--- src/rtl/q_display_mux.sv ---
// Shows the 6-bit counter value as two decimal digits on a multiplexed 7-segment display.
// A sequential shift-add-3 engine does the binary-to-BCD conversion; a prescaled scan drives the digits.
module q_display_mux #(
    parameter int F_CLK_HZ           = 25_000_000,
    parameter int SCAN_HZ            = 1000,
    parameter bit SEG_ACTIVE_LOW     = 1'b1,
    parameter bit DIG_ACTIVE_LOW     = 1'b1,
    parameter bit BLANK_LEADING_ZERO = 1'b1
) (
    input  logic       clk,
    input  logic       reset_n,
    input  logic [5:0] value,
    output logic [6:0] seg,
    output logic [1:0] dig,
    output logic [2:0] bcd_tens,
    output logic [3:0] bcd_ones,
    output logic       conv_busy
);

    localparam int PRESC_RAW = F_CLK_HZ / SCAN_HZ;
    localparam int PRESC     = (PRESC_RAW < 2) ? 2 : PRESC_RAW;
    localparam int SCAN_W    = $clog2(PRESC);
    localparam logic [SCAN_W-1:0] SCAN_LAST = SCAN_W'(PRESC - 1);
    localparam logic [SCAN_W-1:0] SCAN_ONE  = SCAN_W'(1);

    typedef enum logic [1:0] {
        ST_IDLE   = 2'd0,
        ST_LOAD   = 2'd1,
        ST_SHIFT  = 2'd2,
        ST_COMMIT = 2'd3
    } state_t;

    state_t            state_r;
    state_t            state_s;
    logic [5:0]        value_r;
    logic [5:0]        snap_r;
    logic [5:0]        last_conv_r;
    logic [12:0]       shreg_r;
    logic [2:0]        iter_r;
    logic              force_r;
    logic [2:0]        bcd_tens_r;
    logic [3:0]        bcd_ones_r;
    logic              busy_r;
    logic [SCAN_W-1:0] scan_cnt_r;
    logic              digit_sel_r;
    logic [6:0]        seg_r;
    logic [1:0]        dig_r;
    logic [6:0]        seg_on_s;
    logic [1:0]        en_s;
    logic [3:0]        code_s;

    // One combined double-dabble step: correct both BCD fields, then shift left.
    function automatic logic [12:0] dabble_step(input logic [12:0] sr);
        logic [12:0] adj;
        adj = sr;
        if (sr[9:6] >= 4'd5) adj[9:6] = sr[9:6] + 4'd3;
        else                 adj[9:6] = sr[9:6];
        if (sr[12:10] >= 3'd5) adj[12:10] = sr[12:10] + 3'd3;
        else                   adj[12:10] = sr[12:10];
        return {adj[11:0], 1'b0};
    endfunction

    function automatic logic [6:0] seg_decode(input logic [3:0] code);
        logic [6:0] s;
        case (code)
            4'd0:    s = 7'h3F;
            4'd1:    s = 7'h06;
            4'd2:    s = 7'h5B;
            4'd3:    s = 7'h4F;
            4'd4:    s = 7'h66;
            4'd5:    s = 7'h6D;
            4'd6:    s = 7'h7D;
            4'd7:    s = 7'h07;
            4'd8:    s = 7'h7F;
            4'd9:    s = 7'h6F;
            default: s = 7'h00;
        endcase
        return s;
    endfunction

    // Converter next-state logic; a value change mid-run is picked up on return to IDLE.
    always_comb begin
        state_s = state_r;
        case (state_r)
            ST_IDLE: begin
                if (force_r || (value_r != last_conv_r)) state_s = ST_LOAD;
                else                                      state_s = ST_IDLE;
            end
            ST_LOAD:  state_s = ST_SHIFT;
            ST_SHIFT: begin
                if (iter_r == 3'd5) state_s = ST_COMMIT;
                else                state_s = ST_SHIFT;
            end
            ST_COMMIT: state_s = ST_IDLE;
            default:   state_s = ST_IDLE;
        endcase
    end

    // Converter state, datapath and committed BCD result.
    always_ff @(posedge clk or negedge reset_n) begin
        if (!reset_n) begin
            state_r     <= ST_IDLE;
            value_r     <= 6'd0;
            snap_r      <= 6'd0;
            last_conv_r <= 6'd0;
            shreg_r     <= 13'd0;
            iter_r      <= 3'd0;
            force_r     <= 1'b1;
            bcd_tens_r  <= 3'd0;
            bcd_ones_r  <= 4'd0;
            busy_r      <= 1'b0;
        end else begin
            state_r <= state_s;
            value_r <= value;
            busy_r  <= (state_s != ST_IDLE);
            case (state_r)
                ST_LOAD: begin
                    shreg_r <= {7'd0, value_r};
                    snap_r  <= value_r;
                    iter_r  <= 3'd0;
                    force_r <= 1'b0;
                end
                ST_SHIFT: begin
                    shreg_r <= dabble_step(shreg_r);
                    iter_r  <= iter_r + 3'd1;
                end
                ST_COMMIT: begin
                    bcd_tens_r  <= shreg_r[12:10];
                    bcd_ones_r  <= shreg_r[9:6];
                    last_conv_r <= snap_r;
                end
                default: begin
                    shreg_r <= shreg_r;
                end
            endcase
        end
    end

    // Scan prescaler; the active digit flips on the blanking cycle.
    always_ff @(posedge clk or negedge reset_n) begin
        if (!reset_n) begin
            scan_cnt_r  <= '0;
            digit_sel_r <= 1'b0;
        end else if (scan_cnt_r == SCAN_LAST) begin
            scan_cnt_r  <= '0;
            digit_sel_r <= ~digit_sel_r;
        end else begin
            scan_cnt_r  <= scan_cnt_r + SCAN_ONE;
            digit_sel_r <= digit_sel_r;
        end
    end

    // Select and decode the active digit, with ghosting blank and leading-zero suppression.
    always_comb begin
        code_s   = digit_sel_r ? {1'b0, bcd_tens_r} : bcd_ones_r;
        seg_on_s = 7'h00;
        en_s     = 2'b00;
        if (scan_cnt_r == SCAN_LAST) begin
            seg_on_s = 7'h00;
            en_s     = 2'b00;
        end else if (digit_sel_r) begin
            if (BLANK_LEADING_ZERO && (bcd_tens_r == 3'd0)) begin
                seg_on_s = 7'h00;
                en_s     = 2'b00;
            end else begin
                seg_on_s = seg_decode(code_s);
                en_s     = 2'b10;
            end
        end else begin
            seg_on_s = seg_decode(code_s);
            en_s     = 2'b01;
        end
    end

    // Registered pin drive with polarity applied; reset leaves everything dark.
    always_ff @(posedge clk or negedge reset_n) begin
        if (!reset_n) begin
            seg_r <= SEG_ACTIVE_LOW ? 7'h7F : 7'h00;
            dig_r <= DIG_ACTIVE_LOW ? 2'b11 : 2'b00;
        end else begin
            seg_r <= SEG_ACTIVE_LOW ? ~seg_on_s : seg_on_s;
            dig_r <= DIG_ACTIVE_LOW ? ~en_s : en_s;
        end
    end

    assign seg       = seg_r;
    assign dig       = dig_r;
    assign bcd_tens  = bcd_tens_r;
    assign bcd_ones  = bcd_ones_r;
    assign conv_busy = busy_r;

endmodule

--- config.mk ---
export PLATFORM = sky130hd
export DESIGN_NAME = q_display_mux
export DESIGN_NICKNAME = d
export VERILOG_FILES = /design/src/rtl/q_display_mux.sv
export SDC_FILE = /design/constraint.sdc
export NUM_CORES = 1
export LEC_CHECK = 0
export BUFFER_PORTS_ARGS = -buffer_cell sky130_fd_sc_hd__buf_2
export CORE_ASPECT_RATIO = 1.4
export CORE_MARGIN = 4
export CORE_UTILIZATION = 25
export CTS_BUF_LIST = sky130_fd_sc_hd__clkbuf_4 sky130_fd_sc_hd__clkbuf_8 sky130_fd_sc_hd__clkbuf_16
export CTS_CLUSTER_SIZE = 16
export DETAILED_ROUTE_END_ITERATION = 7
export GPL_ROUTABILITY_DRIVEN = 0
export GPL_TIMING_DRIVEN = 0
export PLACE_DENSITY_LB_ADDON = 0.08
export SLEW_MARGIN = 25
export SYNTH_ARGS = -nofsm -noshare
export SYNTH_HDL_FRONTEND = slang
export SYNTH_SLANG_ARGS = --single-unit
--- constraint.sdc ---
create_clock -name clk -period 2.3 [get_ports clk]
set_clock_uncertainty 0.2 [all_clocks]
set_input_delay 0.115 -clock clk [delete_from_list [all_inputs] [get_ports clk]]
set_output_delay 0.115 -clock clk [all_outputs]
set_load 0.005 [all_outputs]
==> results of run 1 <==
-- power groups by stage --
stage / combinational, mW / clock (mW) / sequential [mW]
floorplan: 0.956 / 0 / 1.73
global placement: 1.35 / 0 / 1.77
detailed placement: 1.37 / 0 / 1.77
CTS: 1.39 / 1.57 / 1.75
global route: 1.55 / 1.62 / 1.79
finish: 1.36 / 1.51 / 1.74
-- logic make-up (layout without fill, tap and decap cells) --
kind of cell / after synthesis / in the layout / share of synthesized area (%)
flip-flops: 70 / 70 / 55.6
XOR/XNOR: 20 / 20 / 5.75
AND/OR/NAND/NOR: 68 / 68 / 11.8
multiplexers: 33 / 33 / 11.2
adder cells (fa/ha/maj): 15 / 15 / 5.91
buffers and inverters: 22 / 70 / 2.88
AO/OA/AOI/OAI: 38 / 38 / 6.82
-- path summary, 6_finish.rpt --
| kind | slack (ps) | endpoint | from |
|---|---|---|---|
| setup / recovery | 240 | shreg_r[10] | state_r[0] |
| hold / removal | 70 | scan_cnt_r[14] | reset_n |
| setup reg to reg | 240 | shreg_r[10] | state_r[0] |
| hold reg to reg | 280 | force_r | force_r |
| max in group asynchronous | 1270 | value_r[2] | reset_n |
| min in group clk | 220 | value_r[4] | value[4] |
-- layout make-up --
| cell class | count | area, µm² | share of cell area (%) |
|---|---|---|---|
| buffer | 8 | 41.3 | 1.06 |
| clock buffer | 10 | 239 | 6.13 |
| clock inverter | 6 | 85.1 | 2.18 |
| inverter | 14 | 52.6 | 1.35 |
| multi-input combinational | 174 | 1320 | 33.8 |
| sequential | 70 | 1760 | 45.2 |
| tap | 150 | 188 | 4.81 |
| timing repair buffer | 32 | 213 | 5.45 |
-- per-layer routing --
metal	wire length (µm)	GRT usage, %
met5	0	0
met4	110	4.50
met3	185	2.56
met2	3470	17.0
met1	2870	12.3
-- placed cells by master (no fill, tap or decap), types with 6 or more instances in the layout --
cell / count
dlygate4sd3_1: 7
nand3_1: 10
nand2_1: 12
dfrtp_1: 60
xnor2_1: 6
mux2_2: 21
dfstp_2: 10
ha_1: 15
mux2i_1: 12
buf_2: 24
a21oi_1: 11
nor2_1: 16
inv_1: 14
clkbuf_16: 9
o21ai_0: 14
xor2_1: 13
-- stage by stage --
step / hold WS [ps] / util, % / worst slack (ps)
after detailed placement: -110 / 28.3 / 92.3
final: 69.9 / 31.5 / 236
after global routing: 102 / 31.5 / -11.8
after floorplan: -381 / - / 454
after CTS: 74.9 / 31.5 / 72.3
after global placement: 23.4 / 28.1 / 107
-- Yosys cell counts, types with 2 or more instances --
cell type | number | area share, %
dfrtp_1 | 60 | 47
mux2_2 | 21 | 7.4
nor2_1 | 16 | 1.9
ha_1 | 15 | 5.9
inv_1 | 14 | 1.7
o21ai_0 | 14 | 2.2
xor2_1 | 13 | 3.6
mux2i_1 | 12 | 3.8
nand2_1 | 12 | 1.4
a21oi_1 | 11 | 1.7
dfstp_2 | 10 | 8.3
nand3_1 | 10 | 1.6
xnor2_1 | 6 | 1.7
clkbuf_1 | 4 | 0.47
nand3b_1 | 4 | 0.95
nor3_1 | 4 | 0.63
nor2b_1 | 3 | 0.59
o22ai_1 | 3 | 0.59
or2_2 | 3 | 0.59
a31oi_1 | 2 | 0.39
and3_1 | 2 | 0.39
buf_1 | 2 | 0.24
nand2b_1 | 2 | 0.39
nand4_1 | 2 | 0.39
nor4_1 | 2 | 0.39
o31ai_1 | 2 | 0.47
-- worst reg2reg max path, stage by stage (launching register included) --
cell      delay, ps
dfrtp_1         370
inv_1            70
ha_1            340
clkbuf_1        400
nand2_1         270
o32ai_1         320
-- registers in the layout (all words and copies together) (netlist names) --
register     count
seg              7
digit_sel_r      1
shreg_r         13
bcd_tens         3
state_r          2
last_conv_r      6
iter_r           3
force_r          1
conv_busy        1
scan_cnt_r      15
snap_r           6
bcd_ones         4
dig              2
value_r          6
-- timing repair --
action / in CTS / in global routing
setup endpoints to repair: 0 / 8
hold endpoints to repair: 76 / 0
gates resized for setup: 0 / 4
buffers inserted: 0 / 0
hold buffers: 7 / 0
==> impl_metrics.ini, run 1 <==
[status]
run_status = finished clean

[yosys]
synth_edf_count = 0
yosysWarnings = 0
seq_area_frac_synth_pct = 55.6
ys_ff_latch = 70
yosysUniqueCellTypes = 43
syn_area_mm2 = 0.00317
netlist_instances = 266
async_flop_share_pct = 100
ys.flop_type = dfrtp_1
synth_nets = 289
syn_avg_cell_area_um2 = 11.9

[clock_network]
cts.sinks = 70
cts.reportedPaths.clkPinSlew_ps = 60
cts_tree = yes
cts_made_buffers = 9
clk_latency_ps = 330
cts-root-buf = clkbuf_16
htree_levels = 3
cts_buffer_depth = 2

[global_routing]
grt_pass1_vias = 2199
grtUsageTotal_pct = 10.2
grt_pass1_wl_mm = 11.4
gr-total-overflow = 0
antenna_found_initial = 0
grt_max_degree = 41

[die]
start_util_pct = 25.7
coreArea_mm2 = 0.0124
ios = 25
die_area_mm2 = 0.0146
num_rows = 48
die_x_um = 103
die_h_um = 141

[power]
comb_power_share_pct = 29.4
p_int_mw = 3.15
ir_drop_mv = 0.422
p_sw_share_pct = 31.8
pwr-share-seq_pct = 37.8
p_switching_mw = 1.47
p_clk_share_pct = 32.8
power_leakage_nw = 1.76
p_total_mw = 4.61
power_density_mw_per_mm2 = 1180

[place]
placedCellCount = 441
dpl-instance-area_mm2 = 0.00350
io_buffers = 24
dp_hpwl_mm = 4.65

[finish]
layout-drive-gt1-share_pct = 26.4
synthToLayoutAreaGrowth_pct = 22.9
diodes = 0
fillers = 1299
nets = 332
post-route-cell-area_mm2 = 0.00390
instances_no_fill = 464

[drt]
routed_wl_mm = 6.64
drtAntennaViolNets = 0
avgRoutedWirePerCell_um = 14.3
drt-initial-drc-count = 79
first_pass_iters = 4
viasPerCell = 4.50
drc = 0
num_vias = 2086

[sta]
fmax_ghz = 0.485
period_minus_slack_ps = 2060
hold_viol_final = 0
rsz0062_at_grt = true
drv_slew = 0
fin_crit_sh_pct = 89.7
setup-tns-final_ps = 0
slew_headroom_pct = 51.8
tightestPinTransition_ps = 723
setup_viol = 0

[worst_setup_path]
crit_fanout = 10
critPathRequiredTime_ps = 2330
worst-path-stages = 5
crit_buf_inv = 2
crit_arrival_ps = 2090
crit_type = reg -> reg
path_cells = inv_1, ha_1, clkbuf_1, nand2_1, o32ai_1
critical_path.max_stage_delay_ps = 400
ff2ff_path_depth = 5
slowest_stage = clkbuf_1
end_kind = flop
cp_top_family = buffers and inverters
start_kind = flop

[flow_run]
max_cap_viol_count = 0

[min_path]
min_path_type = in -> async
(Power assumes the default switching activity.)
==> run 2, diff against run 1 <==
- CORE_UTILIZATION: 25 -> 64
- TNS_END_PERCENT: default -> 5
- clock period: 2.3 -> 2.6 ns (I/O delays scaled with it)
==> run 2 against run 1 <==
  * Flip-flop and latch count did not move
  * Clock power shrank 42%
  * Count of clock-buffer cells in the layout is 2 higher
  * Critical path depth grew 1
  * Via count decreased by 0.96%
  * Register-to-register slack better by 260 ps
  * Largest cell class unchanged
  * Sequential power fell by 11%
  * Total power fell by 22%
  * Final area shrank 5.9%
  * Final cell count decreased by 19%
  * Critical endpoint is now shreg_r[1]
  * Routed wire length is 18% lower
  * Die area decreased by 58%
==> impl_metrics.ini, run 2 (synthesis results as in run 1) <==
[status]
run_status = finished clean

[power]
power_density_mw_per_mm2 = 978
p_switching_mw = 1.18
p_clk_share_pct = 24.5
power_leakage_nw = 1.71
pwr-share-seq_pct = 43.2
ir_drop_mv = 0.714
p_int_mw = 2.41
comb_power_share_pct = 32.3
p_sw_share_pct = 32.8

[die]
start_util_pct = 65.6
die_area_mm2 = 0.00617
coreArea_mm2 = 0.00484
num_rows = 30
ios = 25
die_x_um = 67.5
die_h_um = 91.3

[place]
dp_hpwl_mm = 3.90
placedCellCount = 355
pre_cts_slack_ps = 527
io_buffers = 24

[clock_network]
cts.sinks = 70
cts.reportedPaths.clkPinSlew_ps = 70
clk_latency_ps = 330
cts_tree = yes
cts_resized = 0
htree_levels = 3
cts-root-buf = clkbuf_8
cts_made_buffers = 9
cts_buffer_depth = 2
cts_setup_buffers = 0

[global_routing]
antenna_found_initial = 0
grt_pass1_wl_mm = 9.45
gr-total-overflow = 0
grt_max_degree = 41
grt_pass1_vias = 2071
grtUsageTotal_pct = 20.4

[finish]
top_register = scan_cnt_r
fillers = 330
layout-drive-gt1-share_pct = 25.8
final_common_cell = dfrtp_1
instances_no_fill = 378
nets = 332
layout_common_cells = dfrtp_1 (60), buf_2 (24), mux2_2 (21)
synthToLayoutAreaGrowth_pct = 15.6
diodes = 0
largest_register_ffs = 15

[flow_run]
max_cap_viol_count = 0

[drt]
first_pass_iters = 6
drtAntennaViolNets = 0
drc = 0
routed_wl_mm = 5.47
num_vias = 2066
drt-initial-drc-count = 134
viasPerCell = 5.47
avgRoutedWirePerCell_um = 14.5

[sta]
setup_viol = 0
slew_headroom_pct = 59.2
fin_ws_ps = 497
rsz0062_at_grt = false
period_minus_slack_ps = 2100
fmax_ghz = 0.476
drv_slew = 0
hold_viol_final = 0
tightestPinTransition_ps = 611
setup-tns-final_ps = 0
fin_crit_sh_pct = 80.9

[worst_setup_path]
start_kind = flop
crit_arrival_ps = 2150
path_cells = inv_1, ha_1, clkbuf_1, clkbuf_1, nor2_1, a21oi_1
crit_buf_inv = 3
r2r_end = shreg_r[1]
crit_fanout = 10
worst-path-stages = 6
r2r_slack_ps = 500
cp_top_family = buffers and inverters
cp-startpoint = state_r[1]
slowest_stage = clkbuf_1
critPathRequiredTime_ps = 2640
crit_end = shreg_r[1]
end_kind = flop
critical_path.max_stage_delay_ps = 400
crit_type = reg -> reg
cpMostUsedCell = clkbuf_1
ff2ff_path_depth = 6
timing.rr.start = state_r[1]

[min_path]
min_path_type = in -> async
## run 2: stage by stage
step | total power, mW | instance area [µm²] | util [%] | hold slack [ps]
after floorplan | 2.38 | 3170 | - | -366
after global placement | 2.68 | 3370 | 69.7 | 37.8
after detailed placement | 2.74 | 3400 | 70.2 | -113
after CTS | 3.63 | 3670 | 75.8 | 61.6
after global routing | 3.85 | 3670 | 75.8 | 95.3
final | 3.59 | 3670 | 75.8 | 63.5
## run 2: cell type report
cell class	instances	area (µm²)	area share, %
flip-flops and latches	70	1760	48.1
plain buffers	8	38.8	1.06
well taps	64	80.1	2.18
clock inverters	4	45.0	1.23
repair buffers	32	213	5.79
clock buffers	12	159	4.33
multi-input cells	174	1320	35.9
inverters	14	52.6	1.43
## run 2: worst min-delay path by stage
stage	endpoint	cells after the start	slack (ps)	startpoint
final	scan_cnt_r[7]	2	60	reset_n
after global placement	value_r[5]	1	40	value[5]
after floorplan	bcd_ones[0]	0	-370	reset_n
after CTS	scan_cnt_r[7]	2	60	reset_n
after global routing	scan_cnt_r[8]	2	100	reset_n
after detailed placement	scan_cnt_r[8]	1	-110	reset_n
## run 2: power groups by stage
stage / combinational (mW) / sequential [mW] / clock [mW]
2_1_floorplan: 0.846 / 1.53 / 0
3_3_place_gp: 1.13 / 1.55 / 0
3_5_place_dp: 1.17 / 1.57 / 0
4_1_cts: 1.18 / 1.55 / 0.903
5_1_grt: 1.31 / 1.58 / 0.947
6_report: 1.16 / 1.55 / 0.881
## run 2: routing by layer
layer,global-route usage (%),share of wire (%)
met4,9.48,2.4
met5,0,0
met3,4.58,3.3
met2,34.0,54
met1,24.1,41
## run 2: repair_timing
item                                    in CTS  in global routing
endpoints found under the setup margin       0                  0
hold buffers                                 7                  0
endpoints found under the hold margin       66                  0
